### src/rtl/lcd_write_engine.sv
// HD44780 character-LCD write engine: byte FIFO feeding a timed RS/RW/EN/DATA bus cycle.
// Define LCD_INIT_SEQ_EN to add the autonomous power-up wait and init instruction sequence.
module lcd_write_engine #(
  parameter int CLK_HZ         = 50_000_000,
  parameter int FIFO_DEPTH     = 16,
  parameter int SETUP_CYC      = 3,
  parameter int EN_CYC         = 25,
  parameter int HOLD_CYC       = 3,
  parameter int SHORT_WAIT_CYC = 2000,
  parameter int LONG_WAIT_CYC  = 82000,
  parameter int POWERUP_CYC    = 750000
) (
  input  logic       CLOCK_50,
  input  logic       RESET,
  input  logic       wr_valid,
  input  logic       wr_rs,
  input  logic [7:0] wr_data,
  output logic       wr_ready,
  output logic       busy,
  output logic       init_done,
  output logic [7:0] LCD_DATA,
  output logic       LCD_EN,
  output logic       LCD_RW,
  output logic       LCD_RS,
  output logic       LCD_ON,
  output logic       LCD_BLON
);

  function automatic int max_of(input int a, input int b);
    return (a > b) ? a : b;
  endfunction

  localparam int MAX_CYC = max_of(max_of(max_of(SETUP_CYC, EN_CYC), max_of(HOLD_CYC, SHORT_WAIT_CYC)),
                                  max_of(LONG_WAIT_CYC, POWERUP_CYC));
  localparam int CW = $clog2(MAX_CYC + 1);
  localparam int AW = $clog2(FIFO_DEPTH);

  typedef logic [CW-1:0] cnt_t;
  localparam cnt_t SETUP_LD = cnt_t'(SETUP_CYC - 1);
  localparam cnt_t EN_LD    = cnt_t'(EN_CYC - 1);
  localparam cnt_t HOLD_LD  = cnt_t'(HOLD_CYC - 1);
  localparam cnt_t SHORT_LD = cnt_t'(SHORT_WAIT_CYC - 1);
  localparam cnt_t LONG_LD  = cnt_t'(LONG_WAIT_CYC - 1);
  localparam logic [AW:0] FULL = (AW + 1)'(FIFO_DEPTH);

  if (CLK_HZ < 1 || FIFO_DEPTH < 2 || FIFO_DEPTH > 256 || (FIFO_DEPTH & (FIFO_DEPTH - 1)) != 0) begin : g_bad_param
    $error("lcd_write_engine: invalid parameter set");
  end

  typedef enum logic [2:0] {PWRUP, IDLE, SETUP, PULSE, HOLD, WAIT} state_t;

  state_t          state;
  cnt_t            cnt;
  logic            active;
  logic [8:0]      mem [FIFO_DEPTH];
  logic [AW-1:0]   wr_ptr, rd_ptr;
  logic [AW:0]     count;
  logic            push, pop, init_left, long_wait;

  // Handshake: a byte transfers on every rising edge where wr_valid && wr_ready;
  // wr_ready depends only on FIFO occupancy, so a full FIFO refuses even when popping.
  assign wr_ready  = active && (count != FULL);
  assign push      = wr_valid && wr_ready;
  assign pop       = (state == IDLE) && !init_left && (count != '0);
  assign long_wait = !LCD_RS && (LCD_DATA != 8'h00) && (LCD_DATA[7:2] == 6'd0);
  assign busy      = !active || (state != IDLE) || (count != '0) || init_left;
  assign LCD_RW    = 1'b0;
  assign LCD_ON    = active;
  assign LCD_BLON  = active;

`ifdef LCD_INIT_SEQ_EN
  localparam cnt_t PWRUP_LAST = cnt_t'(POWERUP_CYC - 1);
  localparam state_t RESET_STATE = PWRUP;
  logic [2:0] init_idx;
  logic [7:0] init_byte;
  assign init_left = (init_idx != 3'd4);
  always_comb begin
    init_byte = 8'h06;
    case (init_idx[1:0])
      2'd0:    init_byte = 8'h38;
      2'd1:    init_byte = 8'h0C;
      2'd2:    init_byte = 8'h01;
      default: init_byte = 8'h06;
    endcase
  end
`else
  localparam state_t RESET_STATE = IDLE;
  assign init_left = 1'b0;
`endif

  always_ff @(posedge CLOCK_50) begin
    if (push) mem[wr_ptr] <= {wr_rs, wr_data};
  end

  always_ff @(posedge CLOCK_50) begin
    if (RESET) begin
      wr_ptr <= '0;
      rd_ptr <= '0;
      count  <= '0;
    end else begin
      if (push) wr_ptr <= wr_ptr + 1'b1;
      if (pop)  rd_ptr <= rd_ptr + 1'b1;
      case ({push, pop})
        2'b10:   count <= count + 1'b1;
        2'b01:   count <= count - 1'b1;
        default: count <= count;
      endcase
    end
  end

  // One counter times every state; it counts up only while waiting for power-up.
  always_ff @(posedge CLOCK_50) begin
    if (RESET) begin
      state     <= RESET_STATE;
      cnt       <= '0;
      active    <= 1'b0;
      init_done <= 1'b0;
      LCD_EN    <= 1'b0;
      LCD_RS    <= 1'b0;
      LCD_DATA  <= 8'h00;
`ifdef LCD_INIT_SEQ_EN
      init_idx  <= 3'd0;
`endif
    end else begin
      active <= 1'b1;
`ifndef LCD_INIT_SEQ_EN
      init_done <= 1'b1;
`endif
      case (state)
`ifdef LCD_INIT_SEQ_EN
        PWRUP: begin
          if (cnt == PWRUP_LAST) begin
            cnt   <= '0;
            state <= IDLE;
          end else begin
            cnt <= cnt + 1'b1;
          end
        end
`endif
        IDLE: begin
`ifdef LCD_INIT_SEQ_EN
          if (init_left) begin
            LCD_RS   <= 1'b0;
            LCD_DATA <= init_byte;
            init_idx <= init_idx + 3'd1;
            cnt      <= SETUP_LD;
            state    <= SETUP;
          end else
`endif
          if (pop) begin
            {LCD_RS, LCD_DATA} <= mem[rd_ptr];
            cnt                <= SETUP_LD;
            state              <= SETUP;
          end
        end
        SETUP: begin
          if (cnt == '0) begin
            LCD_EN <= 1'b1;
            cnt    <= EN_LD;
            state  <= PULSE;
          end else begin
            cnt <= cnt - 1'b1;
          end
        end
        PULSE: begin
          if (cnt == '0) begin
            LCD_EN <= 1'b0;
            cnt    <= HOLD_LD;
            state  <= HOLD;
          end else begin
            cnt <= cnt - 1'b1;
          end
        end
        HOLD: begin
          if (cnt == '0) begin
            cnt   <= long_wait ? LONG_LD : SHORT_LD;
            state <= WAIT;
          end else begin
            cnt <= cnt - 1'b1;
          end
        end
        WAIT: begin
          if (cnt == '0) begin
            state <= IDLE;
`ifdef LCD_INIT_SEQ_EN
            if (!init_left) init_done <= 1'b1;
`endif
          end else begin
            cnt <= cnt - 1'b1;
          end
        end
        default: state <= IDLE;
      endcase
    end
  end

endmodule

### config.mk
export PLATFORM = sky130hd
export DESIGN_NAME = lcd_write_engine
export DESIGN_NICKNAME = d
export VERILOG_FILES = /design/src/rtl/lcd_write_engine.sv
export SDC_FILE = /design/constraint.sdc
export NUM_CORES = 1
export LEC_CHECK = 0
export ABC_AREA = 1
export BUFFER_PORTS_ARGS = -buffer_cell sky130_fd_sc_hd__buf_4
export CAP_MARGIN = 10
export CORE_UTILIZATION = 50
export CTS_BUF_LIST = sky130_fd_sc_hd__clkbuf_8
export DETAILED_ROUTE_END_ITERATION = 16
export GPL_ROUTABILITY_DRIVEN = 0
export PLACE_DENSITY = 0.66
export SLEW_MARGIN = 20
export SYNTH_ARGS = -nofsm -noshare
export SYNTH_HDL_FRONTEND = slang
export SYNTH_SLANG_ARGS = --single-unit
### constraint.sdc
create_clock -name CLOCK_50 -period 3.2 [get_ports CLOCK_50]
set_clock_uncertainty 0.05 [all_clocks]
set_input_delay 0.32 -clock CLOCK_50 [delete_from_list [all_inputs] [get_ports CLOCK_50]]
set_output_delay 0.32 -clock CLOCK_50 [all_outputs]
set_load 0.01 [all_outputs]
**After elaboration in Yosys (flattened, before gate mapping)**

Memories as Yosys holds them, arrays and structs flattened. A register that Yosys moved wholly into a read port is not among the register bits.
Index checks and enable logic that the tools add are counted.

- Memory bits (writable): 144
- Flip-flop bits (word level): 38
- Memories: 1
- Output and inout port bits: 16

Memories:

| name | depth | width | read ports | clocked after memory_dff | write ports | RTL line | RTL |
|---|---|---|---|---|---|---|---|
| mem | 16 | 9 | 1 | 1 | 1 | 55 | `logic [8:0] mem [FIFO_DEPTH];` |

- Reduce and logical (&&, ||, !) cells: 20
- Eq/ne operators: 15
- Add/subtract/negate cells: 5
- Muxes and demuxes: 20

Operators by type and width:

| cell | number |
|---|---|
| $mux W20 | 5 |
| $pmux W20 S5 | 1 |
| $logic_not A20 Y1 | 1 |
| $sub A20 B1 Y20 const B | 1 |
| $mux W17 | 1 |
| $mux W3 | 5 |
| $pmux W3 S5 | 1 |
| $ne A2 B2 Y1 const B | 6 |
| $pmux W5 S2 | 1 |
| $reduce_bool A5 Y1 | 2 |
| $add A4 B1 Y4 const B | 2 |
| $reduce_bool A8 Y1 | 1 |
| $eq A3 B2 Y1 const B | 2 |
| $eq A3 B3 Y1 const B | 2 |
| $logic_not A6 Y1 | 1 |
| $reduce_and A3 Y1 | 2 |
| $add A5 B1 Y5 const B | 1 |
| $logic_and A1 B1 Y1 | 5 |
| $mux W1 | 5 |
| $ne A5 B5 Y1 const B | 1 |
| $reduce_and A5 Y1 | 1 |
| $sub A5 B1 Y5 const B | 1 |
| $reduce_bool A2 Y1 | 2 |
| $eq A3 B1 Y1 const B | 1 |
| 7 further kinds | 9 |

**Depth between registers and ports, before layout**

- Word-level depth: 6
- Depth in mapped cells: 17

**Worst setup path after synthesis**

OpenSTA, ideal clock, no wires.

- Kind: register to register
- Start point: reg count[0]
- End point: reg count[4]
- Path buffers: 1
- Data arrival time: 2.351 ns
- Required time: 3.032 ns
- Path slack: 0.681 ns
- Setup time: 0.118 ns
- Cell stages (with the launch flop): 18
- Period minus slack after synthesis: 2.519 ns
- Cell sequence: dfxtp_1 -> inv_1 -> nand4_1 -> inv_1 -> nand2_1 -> nand2_1 -> clkinv_1 -> buf_4 -> ha_1 -> ha_1 -> nand2_1 -> nor2_1 -> a211oi_1 -> nand2_1 -> nand2_1 -> o21ai_0 -> nand2_1 -> nor2_1

- Elaborated cells between the ends (all ways): 11

RTL lines:

| element | RTL line | RTL |
|---|---|---|
| start: declaration | 57 | `logic [AW:0] count;` |
| start signal: assignment | 104 | `2'b10: count <= count + 1'b1;` |
| start signal: assignment | 105 | `2'b01: count <= count - 1'b1;` |
| start signal: assignment | 106 | `default: count <= count;` |
| $reduce_bool A5 Y1 * | 64 | `assign pop = (state == IDLE) && !init_left && (count != '0);` |
| $logic_and A1 B1 Y1 * | 64 |  |
| named net pop | 58 | `logic push, pop, init_left, long_wait;` |
| $eq A2 B1 Y1 / $eq A2 B2 Y1 (equally long branches) | 103 | `case ({push, pop})` |
| $pmux W5 S2 / $reduce_bool A2 Y1 (equally long branches) | n/a |  |

Mark *: on every way through the listed nets, which the timed path passes. The rest lies on a longest branch.
A chain may end at the register's enable or synchronous reset.

**Worst setup path after layout**

- Start point: reg state[0]
- End point: reg count[4]

- Word-level cells in the longest chain between the ends: 4
- Elaborated cells between the ends (all ways): 6

Ends and longest elaborated chain:

| element | RTL line | RTL |
|---|---|---|
| start: declaration | 52 | `state_t state;` |
| start signal: assignment | 114 | `state <= RESET_STATE;` |
| start signal: assignment | 153 | `state <= SETUP;` |
| start signal: assignment | 160 | `state <= PULSE;` |
| $eq A3 B1 Y1 * | 64 |  |
| $logic_and A1 B1 Y1 * | 64 |  |
| $eq A2 B1 Y1 / $eq A2 B2 Y1 (equally long branches) | 103 |  |
| $pmux W5 S2 / $reduce_bool A2 Y1 (equally long branches) | n/a |  |

Mark *: on every way between the ends. The rest lies on a longest branch, timed or not.

==> results.toml <==
[setup_path]
worst-path-max-fanout = 9
cp-endpoint = "count[4]"
r2r_cells = 16
worst-endpoint-arrival_ns = 2.97
path_cells = "inv_2 -> nor2_1 -> inv_2 -> nor2_4 -> nand2_1 -> clkinv_1 -> ha_1 -> inv_1 -> fa_1 -> nor2_1 -> a211oi_1 -> nand2_1 -> nand2_1 -> o21ai_0 -> nand2_1 -> nor2_1"
critPathTopFamily = "simple AND/OR/NAND/NOR gates"
crit_buf_inv = 4
path_depth = 16
cpMostUsedCell = "nand2_1"
ff2ff_setup_slack_ns = 0.59
worst_setup_path_end_kind = "flip-flop"
critical_path.max_stage_delay_ns = 0.43
start_kind = "flip-flop"
crit_required_ns = 3.56
crit_type = "flip-flop to flip-flop"
crit-reg2reg-capture = "count[4]"
rr_startpoint = "state[0]"
cp-startpoint = "state[0]"
cp_slowest_cell = "dfxtp_1"

[pwr]
pwr-share-seq_pct = 37.1
p_per_area_nw_per_um2 = 885
ir_drop_mv = 0.536
swShare_pct = 43.7
clkPwrFrac_pct = 18.3
p_sw_mw = 3.55
pwr-share-comb_pct = 44.7
intPower_mw = 4.58
p_leak_nw = 3.40
power_mw = 8.13

[clocking]
numCtsBuffers = 17
clock-sinks = 191
clkLatencyLatePin_ns = 0.47
cts.path.max_buffers = 2
clockRootBuffer = "clkbuf_8"
cts_setup_buffers = 0
clk_pin_slew_ns = 0.10
cts-resized-gates = 0
cts_tree = "done"
h-tree-depth = 4
holdBufCountCts = 0

[die]
coreArea_um2 = 16500
die_w_um = 132
dieArea_um2 = 17400
die_h_um = 132
initial_core_util_pct = 51.1
ios = 28
fp-row-count = 47

[global_routing]
grt_pass1_wl_um = 30700
grt_pass1_vias = 5705
grt_usage_pct = 23.1
grt_overflow_total = 0
grt_max_degree = 75
antenna_found_initial = 0

[logic_synthesis]
synth_top_family_by_area = "simple AND/OR/NAND/NOR gates"
synth_nets = 860
yosysMostFrequentCell = "nor2_1"
synth_edf_count = 144
yosysWarnings = 0
synth_cell_types = 36
netlist_area_um2 = 8440
synth-adder-area-share_pct = 1.87
netlist.area_leader.share_pct = 51.2
synth.top_cells.by_count = "nor2_1, edfxtp_1, nand2_1"
netlist_instances = 836
synth-xor-area-share_pct = 1.14
avgSynthCellArea_um2 = 10.1
synth_compound_area_share_pct = 13.0
synth_seq_cells = 191
synth_area_leaders = "edfxtp_1, dfxtp_1, nor2_1"
muxShareOfSynthArea_pct = 0
synthFlopType = "edfxtp_1"
ys_seq_area_share_pct = 62.4
yosysTopAreaCell = "edfxtp_1"
async_reset_ff_share_pct = 0
synth-simple-area-share_pct = 16.3

[finish]
drive_gt1_share_pct = 9.83
antenna_cells = 0
area_delta_synth_final_pct = 8.79
nNetsFinal = 877

[hold_path]
worstHoldPathCells = 1
min_path_type = "input port to flip-flop"

[detailed_routing]
wl_per_cell_um = 18.0
drt_iter0_markers = 534
post-route-drc-count = 0
vias = 6078
ant_nets = 0
via_per_inst = 5.60
first_pass_iters = 5
routed_wl_um = 19600

[timing]
max_freq_mhz = 383
tns_ns = 0
period_needed_ns = 2.61
fin_crit_sh_pct = 81.7
rsz0062_at_grt = "false"
max_slew_margin_pct = 28.5
worst_slack_ns = 0.586
setup_viol = 0
finalMaxSlewViolations = 0
hold_violations = 0
tightest_slew_ns = 1.07

[run]
timing.max_cap.violations = 0

[place]
portBuffers = 26
post-place-ws_ns = 0.593
place_hpwl_um = 12800

[run_status]
status = "finished clean"
metrics by stage:
| stage | instances | hold WS (ns) | util (%) | area, um2 |
|---|---|---|---|---|
| global placement | 1054 | 0.403 | 53.4 | 8820 |
| detailed placement | 1054 | 0.413 | 53.4 | 8820 |
| floorplan | 836 | 0.369 | - | 8440 |
| finish | 1085 | 0.128 | 55.6 | 9180 |
| global route | 1085 | 0.111 | 55.6 | 9180 |
| CTS | 1085 | 0.114 | 55.6 | 9180 |
layer usage:
metal | part of all wire (%) | GRT usage, % | wire length [um] | up-vias
li1 | - | - | - | 2938
met1 | 46 | 33.3 | 9040 | 2882
met2 | 45 | 35.1 | 8830 | 239
met3 | 7.6 | 5.69 | 1500 | 19
met4 | 1.1 | 6.20 | 218 | 0
met5 | 0 | 0 | 0 | -
worst min-delay path by stage:
stage	slack, ns	endpoint	startpoint
2_1_floorplan	0.37	mem[0][0]	wr_data[0]
3_3_place_gp	0.40	cnt[19]	cnt[19]
3_5_place_dp	0.41	cnt[19]	cnt[19]
4_1_cts	0.11	mem[11][4]	wr_data[4]
5_1_grt	0.11	mem[11][4]	wr_data[4]
6_report	0.13	mem[11][4]	wr_data[4]
power by group through the flow:
stage          Sequential, mW  Combinational, mW  Clock [mW]
2_1_floorplan            3.04               2.73           0
3_3_place_gp             3.06               3.47           0
4_1_cts                  3.01               3.60        1.50
6_report                 3.01               3.63        1.48
5_1_grt                  3.04               4.07        1.60
3_5_place_dp             3.07               3.58           0
cell type report:
type | instances | area [um2]
Clock buffer | 17 | 234
Clock inverter | 14 | 129
Fill cell | 1428 | 7340
Inverter | 71 | 267
Multi-Input combinational cell | 536 | 2730
Sequential cell | 191 | 5270
Tap cell | 220 | 275
Timing Repair Buffer | 36 | 283
state kept, by name (all words and copies together), names as in the netlist:
name and cells:
rd_ptr 4, LCD_RS 1, wr_ptr 4, LCD_BLON 1
count 5, cnt 20, LCD_EN 1, mem 144
LCD_DATA 8, state 3
cell families (layout without fill, tap and decap cells):
kind of cell    after synthesis  count (layout)
buf+inv                     109             138
xor+xnor                     11              11
other cells                   1               1
flops                       191             191
fa+ha+maj                    12              12
simple gates                323             323
compound gates              189             189
placed cells by master (no fill, tap or decap), drive strengths merged:
cell type	synthesis	final
a211oi	4	4
a21oi	38	38
and2	1	1
buf	9	36
clkbuf	29	17
clkinv	1	7
clkinvlp	0	2
conb	1	1
dfxtp	47	47
edfxtp	144	144
fa	1	1
ha	11	11
inv	70	76
nand2	100	100
nand3	51	51
nand4	5	5
nor2	161	161
nor3	3	3
nor4	2	2
o211ai	12	12
o21ai	97	97
o21bai	2	2
o221ai	24	24
o22ai	12	12
xnor2	4	4
xor2	7	7
worst register-to-register path: cells and delay by family (launching register included):
kind / cells / cell delay, ns
buffers and inverters: 4 / 0.36
DFF: 1 / 0.43
and+or+nand+nor: 8 / 0.90
AOI/OAI and AO/OA: 2 / 0.20
adders and majority gates: 2 / 0.63
(Power assumes the default switching activity.)
